[src/rtl/video_pkg.sv]
// video_pkg: shared state type and frame constants for the video fetch path
package video_pkg;
  typedef enum logic [2:0] {IDLE, CMD, FILL, WAIT, DRAIN, DONE} state_t;
  localparam int CMD_BITS = 32;
  localparam int DEF_FRAME_BITS = 30000;
  localparam int DEF_NUM_FRAMES = 6572;
  function automatic int max2(input int a, input int b);
    return a > b ? a : b;
  endfunction
endpackage

[src/rtl/spi_clk_gen.sv]
// spi_clk_gen: mode-0 SPI clock divider with rising/falling edge strobes
module spi_clk_gen #(
  parameter int CLK_DIV = 4
) (
  input  logic CLK_40,
  input  logic reset,
  input  logic run,
  output logic SPI_clk,
  output logic SPI_clk_en,
  output logic fall_en
);
  localparam int CW = $clog2(CLK_DIV);
  localparam int HALF = CLK_DIV / 2;
  logic [CW-1:0] r_cnt;
  if (CLK_DIV < 2 || CLK_DIV % 2 != 0) begin : g_bad_div
    $error("spi_clk_gen: CLK_DIV must be even and >= 2");
  end
  // divider count; held at zero whenever the clock is not running
  always_ff @(posedge CLK_40) r_cnt <= (reset || !run || r_cnt == CW'(CLK_DIV - 1)) ? '0 : r_cnt + 1'b1;
  assign SPI_clk    = run && r_cnt >= CW'(HALF);
  assign SPI_clk_en = run && r_cnt == CW'(HALF - 1);
  assign fall_en    = run && r_cnt == CW'(CLK_DIV - 1);
endmodule

[src/rtl/video_stream_ctrl.sv]
// video_stream_ctrl: SPI flash read sequencer pacing frame fills against the display
module video_stream_ctrl
  import video_pkg::*;
#(
  parameter int          CLK_DIV    = 4,
  parameter int          FRAME_BITS = DEF_FRAME_BITS,
  parameter int          NUM_FRAMES = DEF_NUM_FRAMES,
  parameter logic [7:0]  READ_CMD   = 8'h03,
  parameter logic [23:0] START_ADDR = 24'h000000,
  parameter int          FRAME_W    = 13
) (
  input  logic               CLK_40,
  input  logic               reset,
  input  logic               start,
  input  logic               bank_full,
  input  logic               frame_done,
  output logic               SPI_clk,
  output logic               SPI_clk_en,
  output logic               CS_N,
  output logic               MOSI,
  output logic               video_bank_we,
  output logic [FRAME_W-1:0] frame_idx,
  output logic               busy,
  output logic               done,
  output logic               overrun,
  output logic               len_err
);
  localparam int BW = $clog2(max2(FRAME_BITS, CMD_BITS) + 1);
  state_t r_state, w_state_nx;
  logic [BW-1:0] r_bit_cnt;
  logic [31:0] r_shift;
  logic [FRAME_W-1:0] r_frame_idx;
  logic r_pending, r_overrun, r_len_err;
  logic w_run, w_fall_en, w_start, w_cmd_end, w_last_bit, w_short, w_go, w_last_frame, w_next_frame;
  if (NUM_FRAMES - 1 >= (1 << FRAME_W)) begin : g_bad_w
    $error("video_stream_ctrl: FRAME_W too narrow for NUM_FRAMES-1");
  end
  assign w_run        = r_state == CMD || r_state == FILL;
  assign w_start      = start && (r_state == IDLE || r_state == DONE);
  assign w_cmd_end    = r_state == CMD && SPI_clk_en && r_bit_cnt == BW'(CMD_BITS - 1);
  assign w_last_bit   = r_state == FILL && SPI_clk_en && r_bit_cnt == BW'(FRAME_BITS - 1);
  assign w_short      = r_state == FILL && bank_full && !w_last_bit;
  assign w_go         = r_state == WAIT && (frame_done || r_pending);
  assign w_last_frame = r_frame_idx == FRAME_W'(NUM_FRAMES - 1);
  assign w_next_frame = w_go && !w_last_frame;
  spi_clk_gen #(.CLK_DIV(CLK_DIV)) u_spi_clk (
    .CLK_40(CLK_40),
    .reset(reset),
    .run(w_run),
    .SPI_clk(SPI_clk),
    .SPI_clk_en(SPI_clk_en),
    .fall_en(w_fall_en)
  );
  // state register
  always_ff @(posedge CLK_40) r_state <= reset ? IDLE : w_state_nx;
  // next-state: CS_N stays low through WAIT so the flash read resumes seamlessly
  always_comb begin
    w_state_nx = r_state;
    case (r_state)
      IDLE, DONE: w_state_nx = start ? CMD : r_state;
      CMD:        w_state_nx = w_cmd_end ? FILL : CMD;
      FILL:       w_state_nx = (w_last_bit || w_short) ? WAIT : FILL;
      WAIT:       w_state_nx = w_go ? (w_last_frame ? DRAIN : FILL) : WAIT;
      DRAIN:      w_state_nx = frame_done ? DONE : DRAIN;
      default:    w_state_nx = IDLE;
    endcase
  end
  // command shifter, bit/frame counters, one-deep frame_done pending flag and sticky errors
  always_ff @(posedge CLK_40) begin
    if (reset) begin
      r_shift     <= '0;
      r_bit_cnt   <= '0;
      r_frame_idx <= '0;
      r_pending   <= 1'b0;
      r_overrun   <= 1'b0;
      r_len_err   <= 1'b0;
    end else begin
      r_shift     <= w_start ? {READ_CMD, START_ADDR} : w_fall_en ? r_shift << 1 : r_shift;
      r_bit_cnt   <= (w_start || w_cmd_end || w_next_frame) ? '0 : SPI_clk_en ? r_bit_cnt + 1'b1 : r_bit_cnt;
      r_frame_idx <= w_start ? '0 : w_next_frame ? r_frame_idx + 1'b1 : r_frame_idx;
      r_pending   <= (r_state == FILL && frame_done) ? 1'b1 : (w_start || w_go) ? 1'b0 : r_pending;
      r_overrun   <= r_overrun || (r_state == FILL && frame_done);
      r_len_err   <= r_len_err || w_short;
    end
  end
  assign CS_N          = !(r_state == CMD || r_state == FILL || r_state == WAIT);
  assign MOSI          = r_shift[31];
  assign video_bank_we = r_state == FILL;
  assign frame_idx     = r_frame_idx;
  assign busy          = !(r_state == IDLE || r_state == DONE);
  assign done          = r_state == DONE;
  assign overrun       = r_overrun;
  assign len_err       = r_len_err;
endmodule
[config.mk]
export PLATFORM = sky130hd
export DESIGN_NAME = video_stream_ctrl
export DESIGN_NICKNAME = d
export VERILOG_FILES = /design/src/rtl/video_pkg.sv /design/src/rtl/spi_clk_gen.sv /design/src/rtl/video_stream_ctrl.sv
export SDC_FILE = /design/constraint.sdc
export NUM_CORES = 1
export LEC_CHECK = 0
export CORE_UTILIZATION = 30
export CTS_CLUSTER_SIZE = 30
export DETAILED_ROUTE_END_ITERATION = 6
export GPL_TIMING_DRIVEN = 0
export PLACE_DENSITY = 0.52
export SYNTH_ARGS = -nofsm -noshare
export SYNTH_HDL_FRONTEND = slang
export SYNTH_SLANG_ARGS = --single-unit
[constraint.sdc]
create_clock -name CLK_40 -period 1.67 [get_ports CLK_40]
set_input_delay 0.334 -clock CLK_40 [delete_from_list [all_inputs] [get_ports CLK_40]]
set_output_delay 0.334 -clock CLK_40 [all_outputs]
set_load 0.01 [all_outputs]
* Yosys cells after proc, flatten, opt, wreduce, memory -nomap -nowiden
Index checks and enable logic that the tools add are counted.
** Word-level totals
- Register bits after elaboration :: 44
- Logic and storage cells :: 71
- Output and inout bits :: 22
- Bits of input ports :: 5
** Cells by class
- Magnitude comparators :: 1
- Reductions and logical operators :: 36
- $add $sub $neg :: 3
- Equal/unequal tests :: 11
- Muxes and demuxes :: 11
** Operators by type and width (count)
- 26-bit two-way mux :: 2
- 15-bit by 1-bit adder with 15-bit output, second input constant :: 1
- 15-bit == test, second input constant :: 1
- 15-bit by 5-bit == test with 1-bit output, second input constant :: 1
- 3-bit one-hot mux with 5 select lines :: 1
- 13-bit by 1-bit adder with 13-bit output, second input constant :: 1
- 13-bit == test, second input constant :: 1
- 1-bit logical AND :: 13
- 1-bit logical OR :: 12
- 3-bit two-way mux :: 3
- 3-bit by 2-bit == test with 1-bit output, second input constant :: 2
- 3-bit == test, second input constant :: 2
- 2-bit OR reduction :: 3
- 1-bit logical NOT :: 5
- 1-bit two-way mux :: 4
- 2-bit nonzero test :: 2
- 3-bit by 1-bit == test with 1-bit output, second input constant :: 1
- 3-bit logical NOT :: 1
- 2-bit by 1-bit adder with 2-bit output, second input constant :: 1
- 2-bit by 1-bit == test with 1-bit output, second input constant :: 1
- 2-bit == test, second input constant :: 1
- 2-bit >= comparator, second input constant :: 1
- 2-bit two-way mux :: 1
- 2-bit != test, second input constant :: 1

* Logic depth before layout (Yosys ltp)
- Word-level depth :: 10
- Mapped depth :: 8
- Depth with buffers taken out :: 6

* By module
From an unflattened synthesis, not the netlist that was laid out.
** Unflattened totals
- Cells, all modules :: 239
- Area total of the unflattened synthesis :: 2122.0 µm²
** By module, submodules not included
- video_stream_ctrl :: cells an instance 227, area each 1996.9 µm², seq. area each 840.8 µm², instances 1
- spi_clk_gen :: cells an instance 12, area each 125.1 µm², seq. area each 40.0 µm², instances 1

* Least setup slack after synthesis
Ideal clock, no wire load.
- Path type :: flip-flop to flip-flop
- From :: register u_spi_clk.r_cnt[0]
- To :: register r_bit_cnt[14]
- Path buffers :: 1
- Required time :: 1.591 ns
- Arrival :: 1.702 ns
- Setup slack :: -0.112 ns
- Clock period less this slack :: 1.782 ns
- Library setup time :: 0.079 ns
- Cell stages (with the launch flop) :: 7
- Cell sequence :: dfxtp_1 ha_1 and4b_1 buf_4 nand3_4 or4_1 a211oi_2
** Between the ends
- Longest elaborated chain between the ends :: 7
** Ends and longest elaborated chain
- from (decl) :: RTL line spi_clk_gen.sv:14 : logic [CW-1:0] r_cnt;
- from (signal assigned) :: RTL line spi_clk_gen.sv:19 : always_ff @(posedge CLK_40) r_cnt <= (reset || !run || r_cnt == CW'(CLK_DIV - 1)) ? '0 : r_cnt + 1'b1;
- 2-bit by 1-bit == test with 1-bit output * :: RTL line spi_clk_gen.sv:21 : assign SPI_clk_en = run && r_cnt == CW'(HALF - 1);
- 1-bit logical AND * :: RTL line spi_clk_gen.sv:21
- 1-bit logical AND (2 in a row) :: RTL line video_stream_ctrl.sv:40 : assign w_cmd_end = r_state == CMD && SPI_clk_en && r_bit_cnt == BW'(CMD_BITS - 1);
- 1-bit logical OR (2 in a row) :: RTL line video_stream_ctrl.sv:79 : r_bit_cnt <= (w_start || w_cmd_end || w_next_frame) ? '0 : SPI_clk_en ? r_bit_cnt + 1'b1 : r_bit_cnt;
- 2-bit OR reduction (no line)
- to (signal assigned) :: RTL line video_stream_ctrl.sv:79
- to (decl) :: RTL line video_stream_ctrl.sv:30 : logic [BW-1:0] r_bit_cnt;
Every way passes the cells marked *; elsewhere a longest branch is shown, timed or not.
A chain may end at the register's enable or synchronous reset.

* Worst setup path after layout
- From :: register r_frame_idx[10] (netlist: frame_idx[10])
- To :: register r_bit_cnt[9]
** Between the ends
- Longest elaborated chain between the ends :: 5
** Ends and longest elaborated chain
- from (decl) :: RTL line video_stream_ctrl.sv:32 : logic [FRAME_W-1:0] r_frame_idx;
- from (signal assigned) :: RTL line video_stream_ctrl.sv:80 : r_frame_idx <= w_start ? '0 : w_next_frame ? r_frame_idx + 1'b1 : r_frame_idx;
- 13-bit == test :: RTL line video_stream_ctrl.sv:44 : assign w_last_frame = r_frame_idx == FRAME_W'(NUM_FRAMES - 1);
- 1-bit logical NOT :: RTL line video_stream_ctrl.sv:45 : assign w_next_frame = w_go && !w_last_frame;
- 1-bit logical AND :: RTL line video_stream_ctrl.sv:45
- 1-bit logical OR :: RTL line video_stream_ctrl.sv:79
- 2-bit OR reduction (no line)
No other way between the ends.

==> run_results.csv <==
group,metric,value,unit
timing,hold_violations,0,
clock_network,clk_pin_slew_worst_paths,0.09,ns
placed_design,post-place-ws,-0.433,ns
clock_network,clk_latency,0.31,ns
worst_setup_path,rr_worst_depth,6,
cells_and_area,final_cell_mix,"dfxtp_1, buf_4, buf_6, nor2_1",
clock_network,clock_sinks,44,
worst_setup_path,path_class,"flop to flop",
timing,skew,0.0136,ns
logic_synthesis,syn_area,2440,µm²
logic_synthesis,synth_seq_area_share,36.1,%
timing,drv_slew,0,
die,dieWidth,92.2,µm
pwr,peakVddDrop,0.000423,V
worst_setup_path,crit_chain,"or4b_4 -> nor4_4 -> buf_4 -> o22ai_4 -> buf_4 -> a211oi_2",
logic_synthesis,syn_area_per_cell,8.98,µm²
global_route,grt_pass1_vias,2078,
die,start_util,31.3,%
global_route,grt_usage,15.2,%
die,die_area,8510,µm²
route,wl,6390,µm
pwr,power.density,602,nW/µm²
worst_setup_path,crit_arrival,2.00,ns
logic_synthesis,synth_area_leaders,"dfxtp_1, nor3_2, a21oi_1, mux2i_1, nand2_1",
worst_setup_path,required,1.90,ns
worst_setup_path,r2r_end,"r_bit_cnt[9]",
run,maxCapViolCount,0,
logic_synthesis,synth_top_area_share,36.1,%
cells_and_area,final_util,45.5,%
logic_synthesis,synthArstFlopShare,0,%
worst_setup_path,worst_setup_path_start_kind,"flop",
logic_synthesis,synth_edf_count,0,
route,post_drt_wl_per_cell,14.6,µm
global_route,gr-total-overflow,0,
cells_and_area,layout-drive-gt1-share,40.4,%
pwr,total_power,2.14,mW
route,first_iter_violations,80,
worst_setup_path,rrSetupSlack,-0.1,ns
cells_and_area,n_fill_cell,764,
timing,fin_crit,1.77,ns
worst_setup_path,rr_startpoint,"frame_idx[10]",
worst_setup_path,cpMostUsedCell,"buf_4",
die,io_pins,27,
worst_setup_path,endpoint,"r_bit_cnt[9]",
logic_synthesis,ys.warnings.count,0,
cells_and_area,regArea,916,µm²
timing,period_share,106,%
status,violations,"setup timing",
die,rows,32,
placed_design,gp_congestion,0.797,
global_route,antenna_found_initial,0,
status,status,"finished with violations",
worst_setup_path,crit_start,"frame_idx[10]",
timing,worst_slew_pin_slew,0.474,ns
logic_synthesis,ys.flop_type,"dfxtp_1",
timing,setup_viol,18,
cells_and_area,layout_commonest_cell,"dfxtp_1",
global_route,grt_pass1_wl,10300,µm
clock_network,cts_buffers,5,
worst_setup_path,slowest_stage,"or4b_4",
timing,rsz0062_at_grt,"yes",
logic_synthesis,ys_ff_latch,44,
hold_path,hp-class,"input port to flop",
clock_network,cts_max_level,2,
logic_synthesis,synth_top_area_cell,"dfxtp_1",
logic_synthesis,ys_types,55,
worst_setup_path,max_stage_delay,0.55,ns
logic_synthesis,syn_inst,272,
cells_and_area,syn_to_final_growth,45.4,%
route,antenna_left,0,
timing,final.setup.worst_slack,-0.0996,ns
clock_network,cts_tree,"done",
route,drc_errors,0,
clock_network,clockBufferDepth,2,
die,die_y,92.2,µm
route,vias_per_cell,5.16,
timing,fmax,0.565,GHz
placed_design,dpl.hpwl,4210,µm
cells_and_area,final_nets,346,
pwr,p_leak,1.33,nW
cells_and_area,multi_input_area,1650,µm²
timing,slew_headroom,68.4,%
placed_design,port_buffers,25,
global_route,grt_max_degree,16,
route,vias,2265,
cells_and_area,antenna_cells,0,
route,drtPass1Iterations,6,
timing,hold_slack,0.403,ns
die,core_region_area,7810,µm²
clock_network,root_buffer,"clkbuf_8",
worst_setup_path,crit_path_end_kind,"flop",
worst_setup_path,cp_max_fo,5,
logic_synthesis,syn-num-nets,282,
==> how the worst min path moves through the flow <==
stage | startpoint | end | slack (ns) | depth (start not counted)
2_1_floorplan | r_shift[24] | r_shift[24] | 0.42 | 2
3_3_place_gp | r_shift[24] | r_shift[24] | 0.43 | 2
3_5_place_dp | len_err | len_err | 0.44 | 2
4_1_cts | r_shift[24] | r_shift[24] | 0.46 | 2
5_1_grt | frame_done | overrun | 0.44 | 3
6_report | frame_done | overrun | 0.40 | 3
==> cell usage after synthesis, types with 2 or more instances <==
master	number
dfxtp_1	44
and4_1	3
a31oi_1	2
xnor2_1	7
mux2i_1	8
nand3_1	9
a21oi_1	18
nor3_2	10
or4_1	7
buf_2	2
a211oi_1	4
nor2_1	19
xor2_1	7
buf_4	3
nor4_1	7
buf_6	6
nor3b_1	2
nor4b_1	2
nor2b_1	3
nor3_1	2
or3_1	7
ha_1	5
o31ai_1	8
and3_1	4
clkbuf_1	4
o21ai_0	11
nand2_1	19
nand4_1	11
nand3b_1	2
inv_1	8
and2_1	4
==> through the flow <==
| stage | TNS, ns | cell area, µm² | std cells |
|---|---|---|---|
| after floorplan | 0 | 2480 | 272 |
| after global placement | -9.87 | 2860 | 399 |
| after detailed placement | -10.17 | 2860 | 399 |
| after CTS | -1.50 | 3270 | 424 |
| after global routing | -2.42 | 3550 | 439 |
| final | -1.16 | 3550 | 439 |
==> metal layers <==
layer	track usage, %	vias up	wire length (µm)
met1	19.7	1094	3070
met4	4.69	0	66
li1	-	1137	-
met5	0	-	0
met3	2.90	6	178
met2	25.5	28	3070
==> layout make-up <==
| type | instances | area share (%) |
|---|---|---|
| plain buffers | 13 | 3.66 |
| clock buffers | 5 | 1.94 |
| clock inverters | 3 | 1.30 |
| inverters | 9 | 1.30 |
| multi-input cells | 203 | 46.6 |
| flip-flops and latches | 44 | 25.8 |
| well taps | 102 | 3.59 |
| repair buffers | 60 | 15.9 |
==> cell families after synthesis <==
kind of cell               after synthesis  share of synthesized area, %
DFF                                     44                          36.1
and+or+nand+nor                        122                          32.1
buffers and inverters                   25                          6.30
adders and majority gates                5                          2.56
muxes                                    8                          3.28
AOI/OAI and AO/OA                       53                          14.0
xor gates and xnor gates                15                          5.69
==> where the power goes <==
part           switching, mW  leakage [nW]  internal, mW
clock network          0.418        0.0548         0.451
registers            0.00873         0.366          1.05
logic                  0.109         0.906        0.0986
total                  0.536          1.33          1.60
==> flip-flops by register name (all words and copies together), names as in the netlist <==
signal           cells
r_bit_cnt           15
overrun              1
r_shift              8
len_err              1
u_spi_clk.r_cnt      2
r_state              3
r_pending            1
frame_idx           13
==> timing repair <==
action                     4_1_cts  5_1_grt
resized for setup               76       51
buffers inserted                16       17
cloned                           1        1
hold endpoints to repair         0        0
setup endpoints to repair       43       38
pin swaps                       19       18
hold buffers                     0        0
==> critical path, delay by kind of cell (launching register included) <==
family	cells	cell delay, ns
compound gates	2	0.24
buf+inv	2	0.34
flops	1	0.33
simple gates	2	0.79
Power figures use the tool's default switching activity.
